`src/rtl/bist_counter_shift.sv`:
```
// BIST helper: two independent free-running counters with terminal-count
// flags, plus a two-stage start history register for edge detection.
module bist_counter_shift #(
    parameter int M_WIDTH = 4,
    parameter int N_WIDTH = 3
) (
    input  logic               clk,
    input  logic               reset,
    input  logic               start,
    input  logic               enable_count_M,
    input  logic               enable_count_N,
    output logic [M_WIDTH-1:0] count_M,
    output logic               carry_out_M,
    output logic [N_WIDTH-1:0] count_N,
    output logic               carry_out_N,
    output logic [1:0]         start_val
);

    logic [M_WIDTH-1:0] cnt_m_q, cnt_m_d;
    logic [N_WIDTH-1:0] cnt_n_q, cnt_n_d;
    logic [1:0]         sv_q, sv_d;

    always_comb begin
        cnt_m_d = cnt_m_q;
        cnt_n_d = cnt_n_q;
        if (enable_count_M)
            cnt_m_d = cnt_m_q + 1'b1;
        if (enable_count_N)
            cnt_n_d = cnt_n_q + 1'b1;
        sv_d = {sv_q[0], start};
    end

    always_ff @(posedge clk or posedge reset) begin
        if (reset) begin
            cnt_m_q <= '0;
            cnt_n_q <= '0;
            sv_q    <= 2'b00;
        end else begin
            cnt_m_q <= cnt_m_d;
            cnt_n_q <= cnt_n_d;
            sv_q    <= sv_d;
        end
    end

    // Carries flag the cycle before the wrap and track the enables live.
    assign carry_out_M = (cnt_m_q == '1) && enable_count_M;
    assign carry_out_N = (cnt_n_q == '1) && enable_count_N;

    assign count_M   = cnt_m_q;
    assign count_N   = cnt_n_q;
    assign start_val = sv_q;

endmodule

```
`config.mk`:
```
export PLATFORM = sky130hd
export DESIGN_NAME = bist_counter_shift
export DESIGN_NICKNAME = d
export VERILOG_FILES = /design/src/rtl/bist_counter_shift.sv
export SDC_FILE = /design/constraint.sdc
export NUM_CORES = 1
export LEC_CHECK = 0
export ABC_CLOCK_PERIOD_IN_PS = 1810
export BUFFER_PORTS_ARGS = -buffer_cell sky130_fd_sc_hd__buf_2
export CORE_AREA = 5 5 42 44
export DETAILED_ROUTE_END_ITERATION = 12
export DIE_AREA = 0 0 47 49
export MAX_ROUTING_LAYER = met4
export PLACE_DENSITY_LB_ADDON = 0.3
export SETUP_SLACK_MARGIN = 0.05
export SKIP_CTS_REPAIR_TIMING = 1
export SLEW_MARGIN = 20
export SYNTH_ARGS = -nofsm -noshare
export SYNTH_HDL_FRONTEND = slang
export SYNTH_SLANG_ARGS = --single-unit
```
`constraint.sdc`:
```
create_clock -name clk -period 1.81 [get_ports clk]
set_input_delay 0.4525 -clock clk [delete_from_list [all_inputs] [get_ports clk]]
set_output_delay 0.4525 -clock clk [all_outputs]
set_load 0.1 [all_outputs]
```
== Word level (Yosys, flattened, before mapping) ==
Cells that the tools add are included.

* $add $sub $neg: 2
* Reduce and logical (&&, ||, !) cells: 2
* Equality and inequality tests: 2

{| class="wikitable"
|+ Operator list
! kind !! count
|-
| 4-bit by 1-bit adder with 4-bit output (second input constant) || 1
|-
| 4-bit == test (second input constant) || 1
|-
| 3-bit by 1-bit adder with 3-bit output (second input constant) || 1
|-
| 3-bit == test (second input constant) || 1
|-
| 1-bit logical AND || 2
|}

* Logic and storage cells: 9
* Register bits after elaboration: 9
* Bits of input ports: 5

== Depth between registers and ports, before layout ==
Gate-level depths: netlist of run 1.

* Depth in word-level cells: 2
* Depth in mapped cells: 3

== Least setup slack after synthesis of run 1 ==
Ideal clock, no wire load.

* Path type: reg2out
* Start: reg cnt_m_q[0], in the netlist count_M[0]
* End: out carry_out_M
* Path buffers: 0
* Stages on the path, launching flop included: 4
* Data arrival time: 2.565 ns
* Path slack: -1.207 ns
* Path through: dfrtp_1 ha_1 nand2_1 nor2_1

* Cells in the longest elaborated chain, start to end: 2

{| class="wikitable"
|+ RTL lines
! item !! RTL line !! source
|-
| from (decl) || 19 || <nowiki>logic [M_WIDTH-1:0] cnt_m_q, cnt_m_d;</nowiki>
|-
| from (signal assigned) || 39 || <nowiki>cnt_m_q <= cnt_m_d;</nowiki>
|-
| 4-bit == test || 46 || <nowiki>assign carry_out_M = (cnt_m_q == '1) && enable_count_M;</nowiki>
|-
| 1-bit logical AND || 46 ||
|-
| to (decl) || 13 || <nowiki>output logic carry_out_M,</nowiki>
|}

No other way between the ends.

== Worst setup path in the final report of run 1 ==
* Start: reg cnt_n_q[1], in the netlist count_N[1]
* End: out carry_out_N

* Cells in the longest elaborated chain, start to end: 2

{| class="wikitable"
|+ RTL lines
! item !! RTL line !! source
|-
| from (decl) || 20 || <nowiki>logic [N_WIDTH-1:0] cnt_n_q, cnt_n_d;</nowiki>
|-
| from (signal assigned) || 40 || <nowiki>cnt_n_q <= cnt_n_d;</nowiki>
|-
| 3-bit == test || 47 || <nowiki>assign carry_out_N = (cnt_n_q == '1) && enable_count_N;</nowiki>
|-
| 1-bit logical AND || 47 ||
|-
| to (decl) || 15 || <nowiki>output logic carry_out_N,</nowiki>
|}

No other way between the ends.

==> results of run 1 <==
==> path summary, 6_finish.rpt <==
check / to / slack (ns) / start
max: carry_out_N / -0.0007 / count_N[1]
min: start_val[1] / 0.14 / reset
max reg2reg: count_N[2] / 0.58 / count_N[1]
min reg2reg: start_val[1] / 0.38 / start_val[0]
max in group asynchronous: count_N[1] / 1.38 / reset
min in group clk: start_val[0] / 0.30 / start
==> area by class of cell <==
type	instances	area (sq um)	share of cell area [%]
well taps	16	20.02	3.376
clock buffers	3	22.52	3.797
inverters	1	3.754	0.6329
flip-flops and latches	9	249.0	41.98
repair buffers	16	112.6	18.99
clock inverters	1	5.005	0.8439
multi-input cells	15	180.2	30.38
==> cells in the mapped netlist (all sizes together) <==
master / instances
and2: 1
xor2: 2
dfrtp: 9
mux2: 3
xnor2: 2
nor2: 1
nand2: 2
ha: 3
nand4: 1
inv: 1
==> cells by family after synthesis <==
kind of cell | after synthesis
mux | 3
buf+inv | 1
flops | 9
xor+xnor | 4
fa+ha+maj | 3
simple gates | 5
==> state kept, by name, summed over array words and instances (netlist names) <==
name       count
count_M        4
count_N        3
start_val      2
==> per-layer routing <==
layer	vias up	GRT usage, %	wire (um)
met4	0	4.147	0
met3	0	2.214	71
met5	-	-	0
met1	127	9.438	293
li1	122	-	-
met2	12	12.22	404
==> worst max-delay path, stage by stage (launching register included) <==
cell and delay, ns:
dfrtp_4 0.49, ha_4 0.17, ha_4 0.14, and2_4 0.14, buf_12 0.16
==> per-stage QoR <==
step / hold WS (ns) / cell area, sq um
final: 0.1392 / 593.1
after global routing: 0.1898 / 593.1
after CTS: 0.1473 / 545.5
after detailed placement: 0.3662 / 518.0
after global placement: 0.3510 / 518.0
after floorplan: 0.2805 / 407.9
==> impl_metrics.yaml, run 1 <==
drt:
  dr.pass1.iters: 1
  wl_um: 769
  detail-route-antenna-nets: 0
  drt_iter0_markers: 0
  route.detailed.drc: 0
  vias_per_cell: 4.279
  detail_route.wl_per_cell_um: 12.61
  num_vias: 261
floorplan:
  io_pins: 16
  die_h_um: 49
  fp.dieW_um: 47
  placementRows: 14
  die_area_sq_um: 2303
  start_util_pct: 25.62
  design.core.area_sq_um: 1401
setup_path:
  reg2reg_depth: 3
  cp_data_arrival_time_ns: 1.36
  endpoint_kind: "primary output"
  cp-start-kind: "flop"
  critical_path.max_fanout: 3
  crit_required_ns: 1.36
  critPathKind: "flop to primary output"
global_route:
  grt_antenna_before_repair: 0
  track_usage_pct: 8.073
  grt_pass1_wl_um: 1331
  grt_max_degree: 10
  grt_pass1_vias: 321
  overflow: 0
cts:
  clock-sinks: 9
  cts_tree: "done"
  clock_latency_ns: 0.26
  clockBufferDepth: 2
  cts_root_buf: "clkbuf_4"
  cts.clk_slew.worst_paths_ns: 0.07
  cts_buffers: 3
  cts_max_level: 1
timing:
  setup_ws_ns: -0.0006555
  fin_skew_ns: 0.006981
  setup_viol: 1
  max_freq_mhz: 552.3
  finalCritPeriodShare_pct: 100.0
  worst_pin_slew_ns: 0.4864
  tns_ns: -0.0006555
  finalMaxSlewViolations: 0
  slew_headroom_pct: 67.79
  finalHoldViolCount: 0
  fin_crit_ns: 1.811
  rsz0062_at_grt: "yes"
synth:
  ys_ff_latch: 9
  synthSimpleGateAreaFrac_pct: 6.620
  synth_top_family_by_area: "adder cells"
  synth_area_sq_um: 359.1
  yosys.area.top_type: "dfrtp_1"
  synth_area_leaders: "dfrtp_1, ha_1, mux2_2"
  synth_warnings: 0
  yosys-mux-area-fraction_pct: 9.408
  synth_top_area_share_pct: 62.72
  synth_cells: 25
  synthDistinctLibCells: 10
  synth_fa_ha_area_share_pct: 10.45
  avgSynthCellArea_sq_um: 14.36
  syn_nets: 33
  seq_area_frac_synth_pct: 62.72
  synth-xor-area-share_pct: 9.756
  synth_compound_area_share_pct: 0
layout:
  layout_commonest_cell: "buf_2"
  fillCellCount: 143
  drive_gt1_share_pct: 80.00
  area_delta_synth_final_pct: 65.16
  fin_nets: 54
  antenna_cells: 0
  fin_util_pct: 42.32
  mostFrequentLayoutCells: "buf_2, dfrtp_4, mux2_2, ha_4, clkbuf_4"
  final_cells: 61
placed_design:
  dp.cells: 56
  hpwlAfterDp_um: 612.5
  place_ws_ns: 0.07281
  numPortBuffers: 15
  place.gp.congestion: 0.6820
hold_path:
  hp-class: "input pin to async pin"
flow_run:
  max_cap_viol_count: 0
run_status:
  failed_checks: "negative setup slack"
  status: "finished with violations"
Power of run 1 is not shown: default switching activity piles up to over one toggle a cycle in this logic, so the estimate is an artifact.
==> inputs of run 2 (changes only) <==
--- a/config.mk
+++ b/config.mk
@@ -5,11 +5,12 @@
 export SDC_FILE = /design/constraint.sdc
 export NUM_CORES = 1
 export LEC_CHECK = 0
+export ABC_AREA = 1
 export ABC_CLOCK_PERIOD_IN_PS = 1810
 export BUFFER_PORTS_ARGS = -buffer_cell sky130_fd_sc_hd__buf_2
-export CORE_AREA = 5 5 42 44
+export CORE_AREA = 2 2 39 41
 export DETAILED_ROUTE_END_ITERATION = 12
-export DIE_AREA = 0 0 47 49
+export DIE_AREA = 0 0 41 43
 export MAX_ROUTING_LAYER = met4
 export PLACE_DENSITY_LB_ADDON = 0.3
 export SETUP_SLACK_MARGIN = 0.05
==> run 2 against run 1 <==
  * The flow still finishes with violations (negative setup slack)
  * Die area down 23%
  * Worst setup slack worse by 0.016 ns
  * Synthesized cell count up 48%
  * Hold slack better by 0.014 ns
  * Global-route usage up 2.4 points
  * Register-to-register slack better by 0.09 ns
  * Utilization up 4.5 points
  * Critical path depth up 1
  * Maximum frequency down 0.87%
==> impl_metrics.yaml, run 2 <==
global_route:
  grt_antenna_before_repair: 0
  grt_pass1_wl_um: 1173
  grt_pass1_vias: 292
  overflow: 0
  grt_max_degree: 10
  track_usage_pct: 10.51
synth:
  synthSimpleGateAreaFrac_pct: 13.16
  synth_fa_ha_area_share_pct: 9.868
  syn_nets: 45
  synth_area_sq_um: 380.4
  synth_cells: 37
  yosys.area.top_type: "dfrtp_1"
  synth-xor-area-share_pct: 6.908
  seq_area_frac_synth_pct: 59.21
  ys_ff_latch: 9
  synth_top_area_share_pct: 59.21
  synth_warnings: 0
  avgSynthCellArea_sq_um: 10.28
  synth_area_leaders: "dfrtp_1, ha_1, inv_1"
  synth_most_common_cell: "dfrtp_1"
  synth_compound_area_share_pct: 3.947
  synth.top_cells.by_count: "dfrtp_1, inv_1, nand2_1"
  yosys-mux-area-fraction_pct: 0
  synth_top_family_by_area: "simple AND/OR/NAND/NOR gates"
  synthFlopType: "dfrtp_1"
  synthDistinctLibCells: 9
  synth-async-reset-ratio_pct: 100.0
  synth-edff-count: 0
drt:
  detail_route.wl_per_cell_um: 10.17
  num_vias: 306
  route.detailed.drc: 0
  dr.pass1.iters: 4
  detail-route-antenna-nets: 0
  vias_per_cell: 4.026
  drt_iter0_markers: 1
  wl_um: 773
layout:
  drive_gt1_share_pct: 60.00
  fin_util_pct: 46.84
  largest_reg_flops: 4
  area_delta_synth_final_pct: 70.39
  final_design_area_no_fill_sq_um: 648.1
  mostFrequentLayoutCells: "buf_2, inv_1, nand2_1"
  fin_nets: 69
  layout_commonest_cell: "buf_2"
  antenna_cells: 0
timing:
  finalMaxSlewViolations: 0
  slew_headroom_pct: 67.84
  max_freq_mhz: 547.5
  fin_crit_ns: 1.827
  tns_ns: -0.01653
  fin_skew_ns: 0.003549
  finalCritPeriodShare_pct: 100.9
  worst_pin_slew_ns: 0.4857
  holdWs_ns: 0.1528
  finalHoldViolCount: 0
  setup_ws_ns: -0.01653
  setup_viol: 1
  rsz0062_at_grt: "yes"
floorplan:
  fp.dieW_um: 41
  design.core.area_sq_um: 1384
  placementRows: 14
  die_h_um: 43
  die_area_sq_um: 1763
  start_util_pct: 27.49
  io_pins: 16
flow_run:
  max_cap_viol_count: 0
cts:
  clock_latency_ns: 0.25
  cts.clk_slew.worst_paths_ns: 0.06
  clock-sinks: 9
  cts_root_buf: "clkbuf_4"
  clockBufferDepth: 2
  cts_max_level: 1
  cts_buffers: 3
  cts_tree: "done"
placed_design:
  place.gp.congestion: 0.6442
  numPortBuffers: 15
  place_area_sq_um: 571.8
setup_path:
  cp-start-kind: "flop"
  critical_path.max_fanout: 3
  crit_required_ns: 1.36
  critPathKind: "flop to primary output"
  endpoint_kind: "primary output"
  cp_data_arrival_time_ns: 1.37
hold_path:
  hp-class: "input pin to async pin"
run_status:
  status: "finished with violations"
  failed_checks: "negative setup slack"
run 2: cell count changes in the layout (fill, tap and decap cells not counted), sizes merged, moves of 2 or more:
cell and delta:
inv +5, o21ai +3, xnor2 -2, nor2 +2, buf +3, nand2 +5, mux2 -3
run 2: cell type report:
class / count / area (sq um)
Sequential cell: 9 / 244.0
Timing Repair Buffer: 19 / 135.1
Multi-Input combinational cell: 21 / 192.7
Inverter: 7 / 30.03
Tap cell: 16 / 20.02
Fill cell: 129 / 735.7
Clock buffer: 4 / 26.28
run 2: through the flow:
step / cells / setup slack (ns)
2_1_floorplan: 37 / -0.3499
3_3_place_gp: 68 / 0.1564
3_5_place_dp: 68 / 0.1382
4_1_cts: 72 / -0.1417
5_1_grt: 76 / -0.07193
6_report: 76 / -0.01653
run 2: critical path, stage by stage (launching register included):
cell and delay (ns):
dfrtp_4 0.49, ha_4 0.17, ha_4 0.15, nand2_4 0.06
clkinvlp_4 0.09, buf_12 0.17
run 2: logic make-up (layout without fill, tap and decap cells):
group / Yosys count / count (layout)
simple gates: 12 / 12
compound gates: 3 / 3
fa+ha+maj: 3 / 3
flops: 9 / 9
xor+xnor: 3 / 3
buf+inv: 7 / 30
run 2: routing by layer:
metal  part of all wire (%)  routed length [um]  global-route usage, %
met1                     42                 322                  12.00
met2                     54                 416                  15.63
met3                    4.4                  34                  3.141
met4                      0                   0                  6.000
met5                      0                   0                      -
run 2: path summary, 6_finish.rpt:
| kind | from | end | slack [ns] | cells past startpoint |
|---|---|---|---|---|
| worst max-delay path | count_N[0] | carry_out_N | -0.02 | 5 |
| worst min-delay path | reset | count_M[0] | 0.15 | 2 |
| worst max register to register | count_M[1] | count_M[2] | 0.67 | 5 |
| worst min register to register | start_val[0] | start_val[1] | 0.37 | 0 |
| max in group asynchronous | reset | count_N[0] | 1.37 | 2 |
| min in group clk | start | start_val[0] | 0.31 | 1 |
Power of run 2 is left out for the same reason.
==> inputs of run 3 (changes only) <==
--- a/config.mk
+++ b/config.mk
@@ -6,15 +6,14 @@
 export NUM_CORES = 1
 export LEC_CHECK = 0
 export ABC_AREA = 1
-export ABC_CLOCK_PERIOD_IN_PS = 1810
+export ABC_CLOCK_PERIOD_IN_PS = 2330
 export BUFFER_PORTS_ARGS = -buffer_cell sky130_fd_sc_hd__buf_2
-export CORE_AREA = 2 2 39 41
+export CORE_AREA = 4 4 41 43
 export DETAILED_ROUTE_END_ITERATION = 12
-export DIE_AREA = 0 0 41 43
+export DIE_AREA = 0 0 45 47
 export MAX_ROUTING_LAYER = met4
 export PLACE_DENSITY_LB_ADDON = 0.3
 export SETUP_SLACK_MARGIN = 0.05
-export SKIP_CTS_REPAIR_TIMING = 1
 export SLEW_MARGIN = 20
 export SYNTH_ARGS = -nofsm -noshare
 export SYNTH_HDL_FRONTEND = slang
==> constraint.sdc (replaced) <==
create_clock -name clk -period 2.33 [get_ports clk]
set_input_delay 0.5825 -clock clk [delete_from_list [all_inputs] [get_ports clk]]
set_output_delay 0.5825 -clock clk [all_outputs]
set_load 0.1 [all_outputs]
==> run 3 against run 2 <==
  * The flow now finishes without violations
  * Register-to-register slack better by 0.51 ns
  * Utilization is 5.3 points lower
  * Clock-buffer cell count stayed put
  * Sequential share of layout area is 6.6 points higher
  * Via count is 6.2% lower
  * Final cell count is 6.6% lower
  * Critical path type unchanged
  * Largest cell class unchanged
==> impl_metrics.yaml, run 3 (synthesis results as in run 2) <==
run_status:
  status: "finished clean"
flow_run:
  max_cap_viol_count: 0
drt:
  dr.pass1.iters: 1
  num_vias: 287
  route.detailed.drc: 0
  detail_route.wl_per_cell_um: 9.549
  vias_per_cell: 4.042
  wl_um: 678
  drt_iter0_markers: 0
  detail-route-antenna-nets: 0
floorplan:
  start_util_pct: 29.23
  die_area_sq_um: 2115
  fp.dieW_um: 45
  die_h_um: 47
  design.core.area_sq_um: 1301
  io_pins: 16
  placementRows: 13
timing:
  finalCritPeriodShare_pct: 86.18
  setup_viol: 0
  worst_pin_slew_ns: 0.4900
  max_freq_mhz: 498.0
  rsz0062_at_grt: "no"
  fin_crit_ns: 2.008
  holdWs_ns: 0.2609
  fin_skew_ns: 0.004821
  finalMaxSlewViolations: 0
  slew_headroom_pct: 67.55
  tns_ns: 0
  finalHoldViolCount: 0
setup_path:
  reg2reg_from: "count_M[0]"
  reg2reg_depth: 4
  crit_end: "carry_out_N"
  critPathKind: "flop to primary output"
  cp-startpoint: "count_N[0]"
  critical_path.max_fanout: 3
  endpoint_kind: "primary output"
  rr_endpoint: "count_M[2]"
  crit_required_ns: 1.75
  cp_data_arrival_time_ns: 1.43
  cp-start-kind: "flop"
  r2r_setup_slack_ns: 1.18
cts:
  cts_hold_buf: 0
  cts_tree: "done"
  cts_max_level: 1
  clockBufferDepth: 2
  clock_latency_ns: 0.25
  clock-sinks: 9
  cts_buffers: 3
  cts.clk_slew.worst_paths_ns: 0.06
  cts_resized: 0
  cts_root_buf: "clkbuf_4"
  post_cts_buffers: 0
global_route:
  grt_pass1_vias: 267
  grt_pass1_wl_um: 1124
  track_usage_pct: 8.195
  overflow: 0
  grt_antenna_before_repair: 0
  grt_max_degree: 10
placed_design:
  dp.cells: 67
  numPortBuffers: 15
  hpwlAfterDp_um: 530.2
  place.gp.congestion: 0.6627
layout:
  fillCellCount: 138
  drive_gt1_share_pct: 46.43
  final_cells: 71
  area_delta_synth_final_pct: 42.11
  fin_nets: 65
  antenna_cells: 0
  mostFrequentLayoutCells: "buf_2, inv_1, nand2_1"
  seq_area_sq_um: 239.0
  multi_input_area_sq_um: 140.1
  largest_reg_flops: 4
  layout_commonest_cell: "buf_2"
hold_path:
  hp-class: "input pin to async pin"
## run 3: routing by layer
layer	part of all wire, %	global-route usage [%]
met4	0	5.263
met5	0	-
met3	8.8	5.364
met1	44	8.768
met2	47	11.02
## run 3: worst min-delay path by stage
| stage | startpoint | to | slack, ns | cells after the start |
|---|---|---|---|---|
| 2_1_floorplan | reset | start_val[0] | 0.41 | 1 |
| 3_3_place_gp | start_val[0] | start_val[1] | 0.36 | 0 |
| 3_5_place_dp | start_val[0] | start_val[1] | 0.36 | 0 |
| 4_1_cts | reset | count_M[1] | 0.26 | 2 |
| 5_1_grt | reset | count_M[1] | 0.28 | 2 |
| 6_report | reset | count_M[1] | 0.26 | 2 |
## run 3: area by class of cell
class	instances	share of cell area (%)
Sequential cell	9	44.21
Multi-Input combinational cell	21	25.93
Timing Repair Buffer	15	16.67
Clock buffer	4	4.861
Inverter	7	4.861
Tap cell	15	3.472
## run 3: critical path: stages (launching register included)
cell     delay [ns]
dfrtp_2        0.38
ha_1           0.16
ha_1           0.13
nand2_1        0.05
inv_1          0.04
buf_2          0.41
## run 3: through the flow
| stage | setup WS [ns] | utilization (%) | area (sq um) |
|---|---|---|---|
| final | 0.3219 | 41.54 | 540.5 |
| after global routing | 0.2085 | 41.54 | 540.5 |
| after CTS | 0.3008 | 41.54 | 540.5 |
| after detailed placement | 0.4703 | 39.52 | 514.2 |
| after global placement | 0.4900 | 39.52 | 514.2 |
| after floorplan | -0.02721 | - | 405.4 |
Power of run 3 is left out for the same reason.
